**src/rtl/ssd_pkg.sv**
```systemverilog
// Shared constants and types for the seven-segment scan capture block.
// Segment patterns are active-low, bit 0 = segment a ... bit 6 = segment g.
package ssd_pkg;

  localparam logic [6:0] SEG_0     = 7'h40;
  localparam logic [6:0] SEG_1     = 7'h79;
  localparam logic [6:0] SEG_2     = 7'h24;
  localparam logic [6:0] SEG_3     = 7'h30;
  localparam logic [6:0] SEG_4     = 7'h19;
  localparam logic [6:0] SEG_5     = 7'h12;
  localparam logic [6:0] SEG_6     = 7'h02;
  localparam logic [6:0] SEG_7     = 7'h78;
  localparam logic [6:0] SEG_8     = 7'h00;
  localparam logic [6:0] SEG_9     = 7'h10;
  localparam logic [6:0] SEG_A     = 7'h08;
  localparam logic [6:0] SEG_B     = 7'h03;
  localparam logic [6:0] SEG_C     = 7'h46;
  localparam logic [6:0] SEG_D     = 7'h21;
  localparam logic [6:0] SEG_E     = 7'h06;
  localparam logic [6:0] SEG_F     = 7'h0E;
  localparam logic [6:0] SEG_BLANK = 7'h7F;

  localparam logic [3:0] DIG_BLANK = 4'hF;
  localparam logic [3:0] DIG_BAD   = 4'hE;

  typedef enum logic [1:0] {
    ST_IDLE   = 2'd0,
    ST_SETTLE = 2'd1,
    ST_HELD   = 2'd2
  } cap_state_e;

  // Position of the set bit in a one-hot 4-bit vector (0 when none set).
  function automatic logic [1:0] onehot_index(input logic [3:0] v);
    logic [1:0] idx;
    idx = 2'd0;
    for (int i = 0; i < 4; i++) begin
      if (v[i]) idx = 2'(i);
    end
    return idx;
  endfunction

endpackage

```
**src/rtl/ssd_seg_decode.sv**
```systemverilog
// Combinational seven-segment to BCD decoder.
// Optional feature macro: SSD_CAPTURE_HEX_EN (adds A, b, C, d, E, F decode).
module ssd_seg_decode
  import ssd_pkg::*;
(
  input  logic [6:0] seg_i,
  output logic [3:0] code_o,
  output logic       blank_o,
  output logic       invalid_o
);

  // Map each recognised pattern to its code; everything else is flagged invalid.
  always_comb begin
    code_o    = DIG_BAD;
    blank_o   = 1'b0;
    invalid_o = 1'b0;
    case (seg_i)
      SEG_0:     code_o = 4'd0;
      SEG_1:     code_o = 4'd1;
      SEG_2:     code_o = 4'd2;
      SEG_3:     code_o = 4'd3;
      SEG_4:     code_o = 4'd4;
      SEG_5:     code_o = 4'd5;
      SEG_6:     code_o = 4'd6;
      SEG_7:     code_o = 4'd7;
      SEG_8:     code_o = 4'd8;
      SEG_9:     code_o = 4'd9;
      SEG_BLANK: begin
        code_o  = DIG_BLANK;
        blank_o = 1'b1;
      end
`ifdef SSD_CAPTURE_HEX_EN
      SEG_A:     code_o = 4'hA;
      SEG_B:     code_o = 4'hB;
      SEG_C:     code_o = 4'hC;
      SEG_D:     code_o = 4'hD;
      SEG_E:     code_o = 4'hE;
      SEG_F:     code_o = 4'hF;
`endif
      default:   invalid_o = 1'b1;
    endcase
  end

endmodule

```
**src/rtl/ssd_scan_capture.sv**
```systemverilog
// Passive receiver for a multiplexed four-digit seven-segment bus.
// Samples each digit once its anode and cathodes have settled, assembles
// four-digit frames and publishes a frame after it repeats unchanged.
// Optional feature macro: SSD_CAPTURE_HEX_EN (hex digit decode, see ssd_seg_decode).
module ssd_scan_capture
  import ssd_pkg::*;
#(
  parameter int SETTLE        = 4,
  parameter int STABLE_FRAMES = 2
) (
  input  logic       clk,
  input  logic       rst,
  input  logic [3:0] led_anodes,
  input  logic [6:0] led_cathodes,
  output logic [3:0] val1,
  output logic [3:0] val2,
  output logic [3:0] val3,
  output logic [3:0] val4,
  output logic [3:0] blank,
  output logic       frame_valid,
  output logic       seg_err,
  output logic       scan_err
);

  localparam int CW = $clog2(SETTLE + 1);
  localparam int MW = $clog2(STABLE_FRAMES + 1);
  localparam logic [CW-1:0] SETTLE_C = CW'(SETTLE);
  localparam logic [MW-1:0] MATCH_MAX = MW'(STABLE_FRAMES);

  cap_state_e    state_q, state_d;
  logic [CW-1:0] cnt_q, cnt_d;
  logic [3:0]    anode_q, anode_d;
  logic [6:0]    cath_q, cath_d;
  logic          multi_q, multi_d;
  logic          scan_err_q, scan_err_d;

  logic [15:0]   work_code_q, work_code_d;
  logic [3:0]    work_blank_q, work_blank_d;
  logic [15:0]   ref_code_q, ref_code_d;
  logic [3:0]    ref_blank_q, ref_blank_d;
  logic [3:0]    seen_q, seen_d;
  logic [MW-1:0] match_q, match_d;
  logic [15:0]   val_q, val_d;
  logic [3:0]    blank_q, blank_d;
  logic          frame_valid_q, frame_valid_d;
  logic          seg_err_q, seg_err_d;

  logic [3:0]    anodes_low;
  logic          single;
  logic          multi;
  logic          sample;
  logic [1:0]    slot;
  logic [3:0]    dec_code;
  logic          dec_blank;
  logic          dec_invalid;

  // Classify the anode bus: one digit driven, none driven, or an illegal overlap.
  always_comb begin
    anodes_low = ~led_anodes;
    single     = (anodes_low != 4'd0) && ((anodes_low & (anodes_low - 4'd1)) == 4'd0);
    multi      = (anodes_low != 4'd0) && !single;
    slot       = onehot_index(~anode_q);
  end

  // The held cathodes equal the live bus whenever a sample is taken.
  ssd_seg_decode u_decode (
    .seg_i     (cath_q),
    .code_o    (dec_code),
    .blank_o   (dec_blank),
    .invalid_o (dec_invalid)
  );

  // Settle FSM: wait for a steady anode/cathode pair, sample once, then hold.
  always_comb begin
    state_d    = state_q;
    cnt_d      = cnt_q;
    anode_d    = anode_q;
    cath_d     = cath_q;
    sample     = 1'b0;
    multi_d    = multi;
    scan_err_d = multi && !multi_q;
    case (state_q)
      ST_IDLE: begin
        if (single) begin
          state_d = ST_SETTLE;
          cnt_d   = CW'(1);
          anode_d = led_anodes;
          cath_d  = led_cathodes;
        end
      end
      ST_SETTLE: begin
        if (!single) begin
          state_d = ST_IDLE;
        end else if ((led_anodes != anode_q) || (led_cathodes != cath_q)) begin
          cnt_d   = CW'(1);
          anode_d = led_anodes;
          cath_d  = led_cathodes;
        end else if (cnt_q == SETTLE_C) begin
          sample  = 1'b1;
          state_d = ST_HELD;
        end else begin
          cnt_d = cnt_q + CW'(1);
        end
      end
      ST_HELD: begin
        if (!single) begin
          state_d = ST_IDLE;
        end else if (led_anodes != anode_q) begin
          state_d = ST_SETTLE;
          cnt_d   = CW'(1);
          anode_d = led_anodes;
          cath_d  = led_cathodes;
        end
      end
      default: state_d = ST_IDLE;
    endcase
  end

  // Frame assembly, repeat detection against the reference frame, and publish.
  always_comb begin
    logic [15:0]   nxt_code;
    logic [3:0]    nxt_blank;
    logic [3:0]    nxt_seen;
    logic [MW-1:0] nxt_match;

    nxt_code      = work_code_q;
    nxt_blank     = work_blank_q;
    nxt_seen      = seen_q;
    nxt_match     = match_q;
    ref_code_d    = ref_code_q;
    ref_blank_d   = ref_blank_q;
    val_d         = val_q;
    blank_d       = blank_q;
    frame_valid_d = 1'b0;
    seg_err_d     = 1'b0;

    if (sample) begin
      nxt_code[{slot, 2'b00} +: 4] = dec_code;
      nxt_blank[slot]              = dec_blank;
      nxt_seen[slot]               = 1'b1;
      seg_err_d                    = dec_invalid;
    end

    work_code_d  = nxt_code;
    work_blank_d = nxt_blank;
    seen_d       = nxt_seen;

    if (sample && (nxt_seen == 4'hF)) begin
      seen_d = 4'h0;
      if ((nxt_code == ref_code_q) && (nxt_blank == ref_blank_q)) begin
        if (match_q != MATCH_MAX) nxt_match = match_q + MW'(1);
      end else begin
        ref_code_d  = nxt_code;
        ref_blank_d = nxt_blank;
        nxt_match   = MW'(1);
      end
      if (nxt_match == MATCH_MAX) begin
        val_d         = nxt_code;
        blank_d       = nxt_blank;
        frame_valid_d = 1'b1;
      end
    end

    match_d = nxt_match;
  end

  // State and datapath registers; reset drops any partial frame at once.
  always_ff @(posedge clk or negedge rst) begin
    if (!rst) begin
      state_q       <= ST_IDLE;
      cnt_q         <= '0;
      anode_q       <= 4'hF;
      cath_q        <= SEG_BLANK;
      multi_q       <= 1'b0;
      scan_err_q    <= 1'b0;
      work_code_q   <= '0;
      work_blank_q  <= '0;
      ref_code_q    <= '0;
      ref_blank_q   <= '0;
      seen_q        <= '0;
      match_q       <= '0;
      val_q         <= '0;
      blank_q       <= '0;
      frame_valid_q <= 1'b0;
      seg_err_q     <= 1'b0;
    end else begin
      state_q       <= state_d;
      cnt_q         <= cnt_d;
      anode_q       <= anode_d;
      cath_q        <= cath_d;
      multi_q       <= multi_d;
      scan_err_q    <= scan_err_d;
      work_code_q   <= work_code_d;
      work_blank_q  <= work_blank_d;
      ref_code_q    <= ref_code_d;
      ref_blank_q   <= ref_blank_d;
      seen_q        <= seen_d;
      match_q       <= match_d;
      val_q         <= val_d;
      blank_q       <= blank_d;
      frame_valid_q <= frame_valid_d;
      seg_err_q     <= seg_err_d;
    end
  end

  assign val1        = val_q[3:0];
  assign val2        = val_q[7:4];
  assign val3        = val_q[11:8];
  assign val4        = val_q[15:12];
  assign blank       = blank_q;
  assign frame_valid = frame_valid_q;
  assign seg_err     = seg_err_q;
  assign scan_err    = scan_err_q;

endmodule

```
**config.mk**
```make
export PLATFORM = sky130hd
export DESIGN_NAME = ssd_scan_capture
export DESIGN_NICKNAME = d
export VERILOG_FILES = /design/src/rtl/ssd_pkg.sv /design/src/rtl/ssd_seg_decode.sv /design/src/rtl/ssd_scan_capture.sv
export SDC_FILE = /design/constraint.sdc
export NUM_CORES = 1
export LEC_CHECK = 0
export BUFFER_PORTS_ARGS = -buffer_cell sky130_fd_sc_hd__buf_2
export CELL_PAD_IN_SITES_DETAIL_PLACEMENT = 0
export CELL_PAD_IN_SITES_GLOBAL_PLACEMENT = 1
export CORE_MARGIN = 10
export CORE_UTILIZATION = 48
export CTS_CLUSTER_SIZE = 16
export DETAILED_ROUTE_END_ITERATION = 8
export HOLD_SLACK_MARGIN = 0.02
export PLACE_DENSITY = 0.91
export SYNTH_ARGS = -nofsm -noshare
export SYNTH_HDL_FRONTEND = slang
export SYNTH_SLANG_ARGS = --single-unit
```
**constraint.sdc**
```tcl
create_clock -name clk -period 4.8 [get_ports clk]
set_input_delay 0.96 -clock clk [delete_from_list [all_inputs] [get_ports clk]]
set_output_delay 0.96 -clock clk [all_outputs]
set_load 0.01 [all_outputs]
```
==> flow_summary.ini <==
[placed_design]
pre_cts_ws_ps = -162
portBuffers = 35
placed_cell_area_um2 = 5000
gp_congestion = 0.885
place_inst = 586
dpl.hpwl_um = 7470

[critical_path]
startpoint_type = primary input
path_common_cell = buf_4
critical_path_depth = 13
worstRegToRegCells = 12
slowest_stage = or4b_1
path_max_fanout = 13
arrival_ps = 4830
crit_buf_inv = 4
path_class = primary input to flip-flop
endpoint_kind = flip-flop
cpPeakStageDelay_ps = 580
cpLargestDelayFamily = simple AND/OR/NAND/NOR gates
cp_data_required_time_ps = 5040
cp_cell_sequence = buf_2, xor2_1, nor4_4, or4b_1, buf_4, a2111oi_0, buf_4, or3_1, nand4_1, or4_1, nor4_4, buf_4, mux2_1

[timing]
tightest_slew_ps = 1060
slew_headroom_pct = 29.2
fin_crit_sh_pct = 95.7
setup_violations = 0
slew_violations = 0
finClkSkew_ps = 14.2
fmax_mhz = 218
hold_violations = 0
whs_ps = 411
layout_setup_ws_ps = 206
rsz0062_at_grt = no
min_period_ps = 4590

[clock_tree]
cts.htree.levels = 3
cts.path.max_buffers = 2
ctsHoldBuffers = 0
clock_sinks = 86
cts-root-buf = clkbuf_8
postCtsResizedCells = 0
clock_latency_ps = 360
cts.reportedPaths.clkPinSlew_ps = 90
cts_buffers = 9
cts_tree = yes
cts_setup_buffers = 0

[logic_synthesis]
synth_edf_count = 0
yosys.area.top_type = dfrtp_1
netlist_instances = 427
synthTopCellsByArea = dfrtp_1, mux2_1, dfstp_2
synth_area_per_cell_um2 = 10.9
synth.top_cell.area_share_pct = 40.4
ys_types = 65
synth-seq-area-share_pct = 46.6
ys.flop_type = dfrtp_1
netlist_area_um2 = 4650
synth_nets = 451
ys_ff_latch = 86
ys_warn_count = 0
synthArstFlopShare_pct = 100

[power]
leakagePower_nw = 2.48
vdd_drop_max_mv = 0.155
seqPwrFrac_pct = 54.4
swShare_pct = 27.4
power_frac_comb_pct = 12.3
p_sw_w = 0.000398
power.density_nw_per_um2 = 280
power.internal_w = 0.00106
power.share.clock_pct = 33.3

[cells_and_area]
final_common_cell = dfrtp_1
fin_area_um2 = 5190
nNetsFinal = 492
syn2layout_area_growth_pct = 11.6
stdcell_count = 602
final_cell_mix = dfrtp_1, buf_2, nand2_1
diodes = 0
drive_gt1_share_pct = 24.1
final_util_pct = 55.6

[floorplan]
die_h_um = 118
initial_utilization_pct = 49.8
die_area_um2 = 14000
die_w_um = 118
fp-row-count = 35
core_um2 = 9330
boundaryPins = 36

[drt]
drcViolationCount = 0
routedWlPerCell_um = 16.9
ant_nets = 0
drt_wl_total_um = 10200
drt_iter0_drc = 229
drtPass1Iterations = 4
vias = 3418
vias_per_cell = 5.68

[global_route]
grt_pass1_wl_um = 17600
grt_max_degree = 87
grt_pass1_vias = 3591
grt_overflow = 0
grt_usage_pct = 15.0
antenna_found_initial = 0

[run]
drv_cap = 0

[worst_hold_path]
min_path_type = flip-flop to flip-flop
holdPathStages = 1

[run_status]
status = finished, final reports clean
## per-stage QoR
| stage | total power [W] | setup TNS [ps] |
|---|---|---|
| after floorplan | 0.000921 | 0 |
| after global routing | 0.00153 | 0 |
| after CTS | 0.00146 | 0 |
| final | 0.00145 | 0 |
| after global placement | 0.000974 | -1250 |
| after detailed placement | 0.000982 | -2360 |
## layer usage
metal | global-route usage, % | routed length, um
met1 | 19.2 | 4740
met2 | 24.4 | 4820
met3 | 2.90 | 416
met4 | 5.65 | 182
met5 | 0 | 0
## cell families after synthesis
family          count (synthesis)  synth area share, %
simple gates                  142                 18.8
flops                          86                 46.6
compound gates                 78                 11.4
mux                            52                 12.6
buf+inv                        35                 3.31
xor+xnor                       22                 4.15
fa+ha+maj                      12                 3.18
## flip-flops by register name, summed over array words and instances (netlist names)
name and count:
multi_q 1, ref_code_q 16, scan_err 1, seg_err 1
match_q 2, frame_valid 1, cath_q 7, val_q 16
work_blank_q 4, blank 4, seen_q 4, work_code_q 16
anode_q 4, state_q 2, cnt_q 3, ref_blank_q 4
## synth_stat cells (all sizes together) (10+ instances only)
master,instances
a21oi,15
clkbuf,14
dfrtp,75
dfstp,11
ha,11
inv,15
mux2,51
nand2,31
nand3,15
nand4,13
nor2,11
o21ai,20
xnor2,12
xor2,10
## power by group through the flow
stage,Clock [W],Combinational [W],Sequential [W]
after global routing,0.000528,0.000203,0.000795
after floorplan,0,0.000145,0.000776
after global placement,0,0.000173,0.000801
final,0.000484,0.000179,0.000790
after detailed placement,0,0.000178,0.000803
after CTS,0.000496,0.000179,0.000789
## final timing paths
kind / start / end / slack [ps]
setup reg to reg: cath_q[3]$_DFFE_PN1P_ / val_q[6]$_DFFE_PN0P_ / 360
setup / recovery: led_anodes[1] / val_q[6]$_DFFE_PN0P_ / 210
min in group asynchronous: rst / cnt_q[0]$_DFFE_PN0P_ / 770
max in group asynchronous: rst / val_q[9]$_DFFE_PN0P_ / 3320
hold reg to reg: multi_q$_DFF_PN0_ / scan_err$_DFF_PN0_ / 410
hold / removal: multi_q$_DFF_PN0_ / scan_err$_DFF_PN0_ / 410
## area by class of cell
class                      instances  area [um2]
clock buffer                      13         169
clock inverter                     3        17.5
fill                             820        4140
inverter                          15        56.3
multi-input combinational        306        2330
sequential                        86        2170
tap                              129         161
timing repair buffer              50         290
## worst reg2reg max path: cells and delay by family (launching register included)
kind / cells / cell delay [ps]
AND/OR/NAND/NOR: 6 / 1910
buffers and inverters: 3 / 710
flip-flops: 1 / 660
AO/OA/AOI/OAI: 1 / 520
multiplexers: 1 / 340
XOR/XNOR: 1 / 160
No activity file was read; power rests on OpenSTA's default activity.
